## src/rtl/pwm_pkg.sv

```systemverilog
// pwm_pkg: shared defaults for the multi-channel PWM block
// CH_DEF channels, W_DEF counter/period/duty width, PW_DEF prescaler width,
// DUTY_W width of one channel's slice of the packed duty bus
package pwm_pkg;
    localparam int CH_DEF = 2;
    localparam int W_DEF  = 8;
    localparam int PW_DEF = 16;
    localparam int DUTY_W = W_DEF;
endpackage

```

## src/rtl/pwm_prescaler.sv

```systemverilog
// pwm_prescaler: divides clk_in into one-clock ticks every presc+1 clocks
// clk_in/reset: clock, sync active-high reset; en: run enable, low holds count at 0
// presc: divide value, takes effect immediately; tick: one-clock count strobe
module pwm_prescaler
    import pwm_pkg::*;
#(
    parameter int PW = PW_DEF
) (
    input  logic          clk_in,
    input  logic          reset,
    input  logic          en,
    input  logic [PW-1:0] presc,
    output logic          tick
);
    logic [PW-1:0] r_cnt;
    // >= lets a count already past a lowered presc restart without a tick
    always_ff @(posedge clk_in) begin
        if (reset || !en) r_cnt <= '0;
        else              r_cnt <= (r_cnt >= presc) ? '0 : r_cnt + PW'(1);
    end
    assign tick = en && (r_cnt == presc);
endmodule

```

## src/rtl/pwm_multi.sv

```systemverilog
// pwm_multi: CH-channel PWM with shared prescaled period counter and frame-aligned duty updates
// clk_in/reset: clock, sync active-high reset; en: run enable
// presc: prescale value; period: terminal count; duty: packed per-channel duty, W bits each
// load: strobe capturing period/duty into shadows; pwm: registered outputs; frame_end: wrap pulse
module pwm_multi
    import pwm_pkg::*;
#(
    parameter int CH = CH_DEF,
    parameter int W  = DUTY_W,
    parameter int PW = PW_DEF
) (
    input  logic          clk_in,
    input  logic          reset,
    input  logic          en,
    input  logic [PW-1:0] presc,
    input  logic [W-1:0]  period,
    input  logic [CH*W-1:0] duty,
    input  logic          load,
    output logic [CH-1:0] pwm,
    output logic          frame_end
);
    logic         w_tick, w_wrap, w_act_upd;
    logic [W-1:0] r_cnt, r_period_sh, r_period_act;
    logic         r_frame_end;

    pwm_prescaler #(.PW(PW)) u_presc (
        .clk_in (clk_in),
        .reset  (reset),
        .en     (en),
        .presc  (presc),
        .tick   (w_tick)
    );

    assign w_wrap = w_tick && (r_cnt == r_period_act);
    // Active values track the shadows while disabled so enabling starts with them;
    // otherwise they only move at the wrap, with a coincident load bypassing the shadow.
    assign w_act_upd = !en || w_wrap;

    always_ff @(posedge clk_in) begin
        if (reset) begin
            r_cnt        <= '0;
            r_period_sh  <= '0;
            r_period_act <= '0;
            r_frame_end  <= 1'b0;
        end else begin
            r_cnt       <= (!en || w_wrap) ? '0 : w_tick ? r_cnt + W'(1) : r_cnt;
            r_frame_end <= w_wrap;
            if (load)      r_period_sh  <= period;
            if (w_act_upd) r_period_act <= load ? period : r_period_sh;
        end
    end

    assign frame_end = r_frame_end;

    for (genvar c = 0; c < CH; c++) begin : g_ch
        logic [W-1:0] r_duty_sh, r_duty_act;
        logic         r_pwm;
        always_ff @(posedge clk_in) begin
            if (reset) begin
                r_duty_sh  <= '0;
                r_duty_act <= '0;
                r_pwm      <= 1'b0;
            end else begin
                if (load)      r_duty_sh  <= duty[c*W +: W];
                if (w_act_upd) r_duty_act <= load ? duty[c*W +: W] : r_duty_sh;
                r_pwm <= en && (r_cnt < r_duty_act);
            end
        end
        assign pwm[c] = r_pwm;
    end
endmodule
```

## config.mk

```make
export PLATFORM = sky130hd
export DESIGN_NAME = pwm_multi
export DESIGN_NICKNAME = d
export VERILOG_FILES = /design/src/rtl/pwm_pkg.sv /design/src/rtl/pwm_prescaler.sv /design/src/rtl/pwm_multi.sv
export SDC_FILE = /design/constraint.sdc
export NUM_CORES = 1
export LEC_CHECK = 0
export CAP_MARGIN = 10
export CELL_PAD_IN_SITES_DETAIL_PLACEMENT = 0
export CELL_PAD_IN_SITES_GLOBAL_PLACEMENT = 1
export CORE_MARGIN = 10
export CORE_UTILIZATION = 43
export DETAILED_ROUTE_END_ITERATION = 8
export PLACE_DENSITY = 0.81
export SYNTH_ARGS = -nofsm -noshare
export SYNTH_HDL_FRONTEND = slang
export SYNTH_SLANG_ARGS = --single-unit
```

## constraint.sdc

```tcl
create_clock -name clk_in -period 2.64 [get_ports clk_in]
set_clock_uncertainty 0.15 [all_clocks]
set_input_delay 0.528 -clock clk_in [delete_from_list [all_inputs] [get_ports clk_in]]
set_output_delay 0.528 -clock clk_in [all_outputs]
set_load 0.05 [all_outputs]
```

==> results of run 1 <==
-- how the worst min path moves through the flow --
stage,endpoint,start,cells past startpoint
after floorplan,u_presc.r_cnt[0]$_SDFF_PP0_,u_presc.r_cnt[0]$_SDFF_PP0_,1
after global placement,u_presc.r_cnt[0]$_SDFF_PP0_,u_presc.r_cnt[0]$_SDFF_PP0_,1
after detailed placement,u_presc.r_cnt[0]$_SDFF_PP0_,u_presc.r_cnt[0]$_SDFF_PP0_,1
after CTS,u_presc.r_cnt[0]$_SDFF_PP0_,u_presc.r_cnt[0]$_SDFF_PP0_,1
after global routing,u_presc.r_cnt[0]$_SDFF_PP0_,u_presc.r_cnt[0]$_SDFF_PP0_,1
final,u_presc.r_cnt[0]$_SDFF_PP0_,u_presc.r_cnt[0]$_SDFF_PP0_,1
-- area by class of cell --
cell class              count  area (um2)
clock inverters             6       91.34
flip-flops and latches     75        1501
inverters                  32       120.1
well taps                 108       135.1
clock buffers               9       123.9
repair buffers             70       673.1
fillers                   817        3971
multi-input cells         272        2190
-- layout by cell type, fill, tap and decap left out, drive strengths merged, types with 9 or more instances in the layout --
cell,count
buf,25
clkbuf,9
clkdlybuf4s50,45
dfxtp,75
ha,32
inv,32
mux2i,24
nand2,14
nand3,12
nand3b,25
nor2,43
o32ai,24
xor2,17
-- through the flow --
stage	cells	utilization (%)	setup TNS, ns	area, um2
final	572	54.90	0	4835
after global routing	572	54.90	-0.01082	4835
after CTS	572	54.76	0	4822
after detailed placement	557	52.32	-7.157	4607
after global placement	557	52.32	-5.401	4607
after floorplan	406	-	0	3935
-- registers in the layout, summed over array words and instances, names as in the netlist --
name,flops
frame_end,1
g_ch.r_duty_sh,16
g_ch.r_pwm,2
u_presc.r_cnt,16
r_period_sh,8
r_period_act,8
g_ch.r_duty_act,16
r_cnt,8
-- power groups by stage --
stage,Sequential [mW],Clock (mW),Combinational [mW]
after CTS,1.20,0.985,0.317
after detailed placement,1.22,0,0.316
after global routing,1.20,1.03,0.347
after floorplan,1.22,0,0.191
after global placement,1.22,0,0.309
final,1.20,0.956,0.313
-- Yosys cell counts, types with 5 or more instances --
cell type	n
a21oi_1	8
and3_1	8
nand4_1	6
inv_1	32
a32oi_1	6
clkbuf_1	18
nand3b_1	25
nand2b_1	6
xnor2_1	5
nand3_1	12
nor2_1	43
xor2_1	17
nand2_1	14
mux2i_1	24
o32ai_2	20
ha_1	32
dfxtp_1	75
-- metal layers --
layer | vias to the layer above | track usage, % | part of all wire, %
li1 | 1560 | - | -
met1 | 1437 | 17.38 | 46
met2 | 72 | 22.46 | 48
met3 | 8 | 4.134 | 5.5
met4 | 0 | 4.087 | 0.75
met5 | - | 0 | 0
-- cells by family after synthesis --
group	after synthesis	synth area share, %
AND/OR/NAND/NOR	129	17.42
flip-flops	75	38.16
multiplexers	24	6.105
AO/OA/AOI/OAI	65	16.66
buffers and inverters	59	6.582
adder cells (fa/ha/maj)	32	10.17
XOR/XNOR	22	4.897
-- timing repair --
item	4_1_cts	5_1_grt
gates resized for setup	0	2
endpoints found under the setup margin	0	6
setup buffers	0	0
==> flow_summary_export.csv, run 1 <==
group,metric,value,unit
run,maxCapViolCount,0,
synthesis,synth_area_per_cell,9.692,um2
setup_path,cp.depth,9,
run_status,status,"completed",
final_layout,antenna_cells,0,
die,dieHeight,115.7,um
synthesis,synth_fp_nets,482,
setup_path,crit_path_start,"presc[5]",
placed_design,portBuffers,46,
final_layout,drive_above_1_share,13.58,%
power,p_comb_share,12.7,%
power,switchingPower,596.1,uW
synthesis,async_reset_ff_share,0,%
setup_path,cp.required,2.72,ns
clocking,cts_tree,"done",
grt,antenna_found_initial,0,
clocking,htreeDepth,3,
power,p_sw_share,24.18,%
grt,grt_pass1_vias,3155,
setup_path,crit_arrival,2.56,ns
setup_path,crit_fanout,6,
synthesis,synth-main-ff-cell,"dfxtp_1",
timing,setup_ws,0.1596,ns
placed_design,place_congestion,0.8499,
clocking,clock_sinks,75,
synthesis,synth-seq-area-share,38.16,%
setup_path,crit_top_cell,"nand2b_1",
routing,ant_nets,0,
setup_path,setup.worst_path.end_class,"register",
timing,min_period,2.480,ns
power,leakagePower,2.011,nW
synthesis,synthDistinctLibCells,40,
power,p_per_area,509.8,mW/mm2
die,core-area,0.008806,mm2
clocking,hold_buffers,0,
setup_path,worstRegToRegCells,8,
synthesis,synth_edf_count,0,
synthesis,syn_inst,406,
timing,fin_hold_ws,0.3516,ns
grt,grt_usage,13.84,%
timing,min_period_over_period,93.96,%
timing,rsz0062_at_grt,"true",
setup_path,crit_end,"r_cnt[3]$_SDFFE_PP0P_",
clocking,clk_pin_slew,0.07,ns
die,dieArea,0.01338,mm2
setup_path,slowest_stage,"clkdlybuf4s50_1",
setup_path,r2r_end,"u_presc.r_cnt[9]$_SDFF_PP0_",
timing,max_freq,403.2,MHz
die,rows,34,
clocking,insertion_delay,0.35,ns
final_layout,syn_to_final_growth,22.86,%
synthesis,ys_warn_count,0,
die,initial_core_util,44.69,%
setup_path,reg2reg_slack,0.40,ns
clocking,cts_buffers,9,
power,p_total,2.465,mW
synthesis,synth_top_area_share,38.16,%
setup_path,cpPeakStageDelay,0.46,ns
routing,drt_wl_total,8.758,mm
synthesis,syn-cell-area,0.003935,mm2
grt,globalRouteOverflowTotal,0,
routing,wire_per_inst,15.31,um
clocking,cts_root_buf,"clkbuf_8",
power,internal-power,1.869,mW
setup_path,path_delay_family,"simple AND/OR/NAND/NOR gates",
power,peakVddDrop,0.2702,mV
power,clockPowerShare,38.8,%
timing,hold_viol,0,
synthesis,synth_area_leaders,"dfxtp_1, ha_1, o32ai_2",
power,seqPwrFrac,48.5,%
worst_hold_path,worst_hold_path_type,"register to register",
routing,drc,0,
timing,setup_viol_count_final,0,
grt,grt_pass1_wl,15.06,mm
synthesis,synth-seq-cells,75,
setup_path,path_cells,"clkdlybuf4s50_1, inv_1, ha_1, nand4_1, nor3_2, buf_4, nand2b_1, nand2b_1, o41ai_1",
routing,first_pass_iters,5,
grt,grt_max_degree,43,
setup_path,worst-path-buf-inv,3,
routing,drt_iter0_markers,236,
clocking,clockBufferDepth,2,
final_layout,final_nets,536,
timing,slew_headroom,65.96,%
placed_design,post-dp-hpwl,6.504,mm
timing,tightest_slew,0.5090,ns
die,io_pins,47,
timing,final_max_slew_viol_count,0,
routing,num_vias,3077,
synthesis,synth_top_area_cell,"dfxtp_1",
routing,viasPerCell,5.379,
placed_design,pre_cts_ws,-0.2943,ns
setup_path,start_kind,"primary input",
setup_path,worst-setup-path-type,"primary input to register",
setup_path,rr_startpoint,"u_presc.r_cnt[0]$_SDFF_PP0_",
die,die_w,115.7,um
Power figures use the tool's default switching activity.
==> inputs of run 2 (changes only) <==
--- a/config.mk
+++ b/config.mk
@@ -5,13 +5,14 @@
 export SDC_FILE = /design/constraint.sdc
 export NUM_CORES = 1
 export LEC_CHECK = 0
+export ABC_AREA = 1
 export CAP_MARGIN = 10
 export CELL_PAD_IN_SITES_DETAIL_PLACEMENT = 0
 export CELL_PAD_IN_SITES_GLOBAL_PLACEMENT = 1
 export CORE_MARGIN = 10
-export CORE_UTILIZATION = 43
+export CORE_UTILIZATION = 40
 export DETAILED_ROUTE_END_ITERATION = 8
-export PLACE_DENSITY = 0.81
+export PLACE_DENSITY = 0.82
 export SYNTH_ARGS = -nofsm -noshare
 export SYNTH_HDL_FRONTEND = slang
 export SYNTH_SLANG_ARGS = --single-unit
==> flow_summary_export.csv, run 2 <==
group,metric,value,unit
die,dieArea,0.01458,mm2
setup_path,rr_startpoint,"u_presc.r_cnt[7]$_SDFF_PP0_",
setup_path,crit_fanout,10,
die,initial_core_util,41.35,%
die,rows,36,
routing,drt_wl_total,8.718,mm
synthesis,yosysMostFrequentCell,"nand2_1",
worst_hold_path,min_path_cells,1,
timing,setup_viol_count_final,0,
clocking,postCtsSetupBuffers,0,
power,peakVddDrop,0.2653,mV
synthesis,synth.cells.most_frequent,"nand2_1, inv_1, dfxtp_1, nor2_1, nand3_1",
timing,tightest_slew,0.7255,ns
final_layout,syn_to_final_growth,21.08,%
clocking,clockBufferDepth,2,
synthesis,synth_edf_count,0,
clocking,clk_pin_slew,0.08,ns
setup_path,crit_arrival,2.37,ns
setup_path,worst-setup-path-type,"primary input to register",
routing,drc,0,
synthesis,synthDistinctLibCells,27,
clocking,cts_root_buf,"clkbuf_8",
synthesis,synth-main-ff-cell,"dfxtp_1",
die,io_pins,47,
setup_path,reg2reg_slack,0.68,ns
synthesis,synth_fp_nets,688,
worst_hold_path,worst_hold_path_type,"register to register",
routing,first_pass_iters,4,
timing,final_max_slew_viol_count,0,
timing,min_period,2.238,ns
final_layout,layout_common_cells,"nand2_1, inv_1, dfxtp_1",
routing,drt_iter0_markers,164,
final_layout,drive_above_1_share,5.397,%
clocking,cts_buffers,9,
run,maxCapViolCount,0,
placed_design,post-dp-hpwl,6.701,mm
power,leakagePower,2.709,nW
synthesis,synth_area_per_cell,6.634,um2
placed_design,portBuffers,46,
synthesis,syn_inst,612,
worst_hold_path,min_from,"u_presc.r_cnt[0]$_SDFF_PP0_",
synthesis,synth-seq-area-share,36.98,%
final_layout,layout_commonest_cell,"nand2_1",
grt,antenna_found_initial,0,
final_layout,final_core_util,50.06,%
setup_path,worstRegToRegCells,9,
setup_path,slowest_stage,"clkdlybuf4s50_1",
synthesis,synth_area_leaders,"dfxtp_1, nand2_1, inv_1",
routing,wire_per_inst,10.90,um
timing,setup_tns,0,ns
setup_path,path_cells,"clkdlybuf4s50_1, inv_1, ha_1, nand2_1, nor2_1, nand2_1, nor2_1, nand2_1, nor2_1, nand2_1, a21oi_1",
final_layout,fillers,1033,
grt,globalRouteOverflowTotal,0,
final_layout,regArea,0.001501,mm2
timing,max_freq,446.8,MHz
routing,num_vias,3534,
run_status,status,"completed",
die,core-area,0.009819,mm2
grt,grt_usage,12.54,%
timing,setup_ws,0.4020,ns
timing,slew_headroom,51.58,%
die,die_w,120.8,um
die,dieHeight,120.8,um
grt,grt_pass1_vias,3300,
grt,grt_pass1_wl,15.17,mm
routing,viasPerCell,4.418,
setup_path,setup.worst_path.end_class,"register",
clocking,cts_tree,"done",
power,p_per_area,498.4,mW/mm2
worst_hold_path,holdPathEnd,"u_presc.r_cnt[0]$_SDFF_PP0_",
setup_path,start_kind,"primary input",
routing,ant_nets,0,
synthesis,synth-seq-cells,75,
synthesis,async_reset_ff_share,0,%
grt,grt_max_degree,28,
setup_path,cp.required,2.78,ns
setup_path,r2r_end,"r_cnt[4]$_SDFFE_PP0P_",
timing,hold_viol,0,
clocking,insertion_delay,0.36,ns
clocking,clock_sinks,75,
timing,min_period_over_period,84.77,%
final_layout,multi_input_area,0.002004,mm2
final_layout,largestRegisters,"g_ch.r_duty_act x16, g_ch.r_duty_sh x16, u_presc.r_cnt x16",
synthesis,ys_warn_count,0,
final_layout,antenna_cells,0,
placed_design,pre_cts_ws,0.03278,ns
setup_path,crit_top_cell,"nand2_1",
synthesis,synth_top_area_cell,"dfxtp_1",
clocking,htreeDepth,3,
clocking,ctsResizeCount,0,
setup_path,cpPeakStageDelay,0.45,ns
clocking,hold_buffers,0,
placed_design,place_congestion,0.8210,
synthesis,syn-cell-area,0.004060,mm2
final_layout,final_nets,738,
synthesis,synth_top_area_share,36.98,%
timing,rsz0062_at_grt,"false",
run 2: per-stage QoR:
step	std cells	area [um2]	hold slack, ns	total power, mW
final	800	4916	0.3207	2.450
after global routing	800	4916	0.3861	2.575
after CTS	800	4916	0.3204	2.480
after detailed placement	784	4712	0.3060	1.557
after global placement	784	4712	0.2923	1.549
after floorplan	612	4060	0.2797	1.434
run 2: cell type report:
class | instances | share of cell area (%)
multi-input cells | 401 | 40.77
clock inverters | 4 | 0.9926
well taps | 133 | 3.385
flip-flops and latches | 75 | 30.54
clock buffers | 12 | 3.156
repair buffers | 58 | 12.22
inverters | 117 | 8.934
run 2: how the worst max path moves through the flow:
stage	from	endpoint	slack [ns]	depth (start not counted)
4_1_cts	presc[7]	g_ch[1].r_duty_act[4]$_SDFFE_PP0P_	0.41	13
3_5_place_dp	presc[7]	g_ch[0].r_duty_act[7]$_SDFFE_PP0P_	0.03	13
5_1_grt	presc[7]	r_cnt[3]$_SDFFE_PP0P_	0.17	11
2_1_floorplan	presc[15]	r_period_act[4]$_SDFFE_PP0P_	0.55	12
6_report	presc[7]	r_cnt[4]$_SDFFE_PP0P_	0.40	11
3_3_place_gp	presc[7]	g_ch[0].r_duty_act[7]$_SDFFE_PP0P_	0.07	13
run 2: cells by family after synthesis:
logic type               after synthesis  share of synthesized area, %
AO/OA/AOI/OAI                         27                         3.513
adder cells (fa/ha/maj)               32                         9.861
flip-flops                            75                         36.98
buffers and inverters                136                         13.65
XOR/XNOR                              14                         3.020
AND/OR/NAND/NOR                      328                         32.97
run 2: power breakdown:
group / switching [mW] / leakage [nW] / internal, mW / total (mW)
registers: 0.0156 / 0.616 / 1.18 / 1.20
logic: 0.172 / 1.99 / 0.155 / 0.327
clock network: 0.435 / 0.106 / 0.488 / 0.923
total: 0.623 / 2.71 / 1.83 / 2.45
run 2: per-layer routing:
metal	share of wire, %	GRT usage [%]
met1	51	16.04
met2	45	20.01
met3	2.8	2.978
met4	1.1	4.751
met5	0	0
run 2: critical path, delay by kind of cell:
| kind | cells | cell delay [ns] |
|---|---|---|
| AND/OR/NAND/NOR | 7 | 0.94 |
| AO/OA/AOI/OAI | 1 | 0.13 |
| buffers and inverters | 2 | 0.49 |
| adder cells (fa/ha/maj) | 1 | 0.28 |
==> patch (flow settings as in run 2) <==
`W_DEF`: 8 -> 12.
--- a/src/rtl/pwm_pkg.sv
+++ b/src/rtl/pwm_pkg.sv
@@ -3,7 +3,7 @@
 // DUTY_W width of one channel's slice of the packed duty bus
 package pwm_pkg;
     localparam int CH_DEF = 2;
-    localparam int W_DEF  = 8;
+    localparam int W_DEF  = 12;
     localparam int PW_DEF = 16;
     localparam int DUTY_W = W_DEF;
 endpackage
Interface: changed (resized duty and period); port bits go from 47 to 59. The function was not compared with the original's and may differ.
==> patch against run 2 <==
- worst setup slack worse by 150 ps
- cell area up 34%
- area after synthesis up 34%
- global-route usage grew 1.0 points
- sequential cell count up 28
- first-iteration DRC count increased by 18%
- combinational power grew 36%
- wire length increased by 39%
- sequential power is 38% higher
- count of clock-buffer cells in the layout is 1 higher
- total power increased by 42%
==> patch: results (changes against run 2) <==
STA
  • Final worst-path cycle share: 90.6% (+5.8 points)
  • Worst Tran Pin Value: 500 ps (-225 ps)

Detailed routing
  • Routed met2 length: 5410 um (+38%)
  • Total wire length: 12,100 um (+39%)
  • Met1 WL: 6030 um (+35%)
  • First DRT Iteration DRCs: 194 (+18%)
  • Routed len/inst: 11.3 um (+4.1%)
  • Via count: 4,672 (+32%)

Logic synthesis
  • Top post-synthesis cells by area: dfxtp_1 38%, nand2_1 19%, inv_1 11%
  • Synth cell types: 25 (-7.4%)
  • Commonest cells in the netlist: 275 x nand2_1, 162 x inv_1, 103 x dfxtp_1
  • Post-synthesis sequential area ratio: 37.8% (+0.80 points)
  • XOR/XNOR Fraction of Synth Area: 3.21% (+0.19 points)
  • Post-Synth Adder-Cell Area: 9.17% (-0.69 points)

Placement
  • Post-Place Cells: 1,051 (+34%)
  • Placement Setup Slack: -130 ps (-163 ps)
  • Cell Area, Placed: 6300 um2 (+34%)
  • Routability Congestion: 0.826 (+0.63%)
  • # port buffers: 58 (+26%)

Global route
  • Vias in the first global route: 4,510 (+37%)
  • First-pass GRT wire length: 20,900 um (+38%)
  • Met3 Use GR: 4.40% (+1.4 points)
  • Met1 usage: 16.8% (+0.74 points)
  • GR Util All Layers: 13.5% (+1.0 points)
  • Met2 usage: 22.1% (+2.1 points)

Critical path
  • Critical path origin: presc[15]
  • R2R Setup Slk: 580 ps (-100 ps)
  • Arrival @ worst endpoint: 2520 ps (+150 ps)
  • Critical path endpoint: r_cnt[3]$_SDFFE_PP0P_
  • Crit Path Max Fanout: 8 (-2)

Finish
  • Largest registers: g_ch.r_duty_act (24), g_ch.r_duty_sh (24), u_presc.r_cnt (16)
  • Net count, final: 982 (+33%)
  • Layout cell share with drive strength beyond 1: 4.49% (-0.91 points)

CTS
  • Clock Tree Root: clkbuf_16

Pwr
  • Pleak: 0.00350 uW (+29%)
  • Max IR drop VDD: 0.353 mV (+33%)

Run status
  • Outcome: finished clean
[patch: changes by cell type in the layout (fill, tap and decap cells not counted), sizes merged, moves of 8 or more]
cell	run 2	this run
nor3	3	26
nand4	3	11
ha	32	40
xor2	9	17
nand2	229	277
inv	117	163
a21oi	16	24
nand3	39	54
nor2	52	66
clkdlybuf4s50	46	58
dfxtp	75	103
[patch: cell type report]
class                      instances  area (um2)
tap                              176         220
timing repair buffer              77         748
clock inverter                     3        40.0
multi-input combinational        531        2650
inverter                         164         616
clock buffer                      13         270
sequential                       103        2060
fill                            1395        6690
[patch: critical path, stage by stage]
cell and delay, ps:
clkdlybuf4s50_1 450, inv_1 50, ha_1 290, nand2_1 70, nor2_1 160, nand2_1 130
nor2_1 180, nand2_1 210, o21ai_0 220, inv_1 50, nor3_1 170
[patch: where the power goes]
part           internal, uW  switching (uW)  total (uW)
Combinational           204             242         446
Sequential             1640            24.3        1660
Clock                   809             559        1370
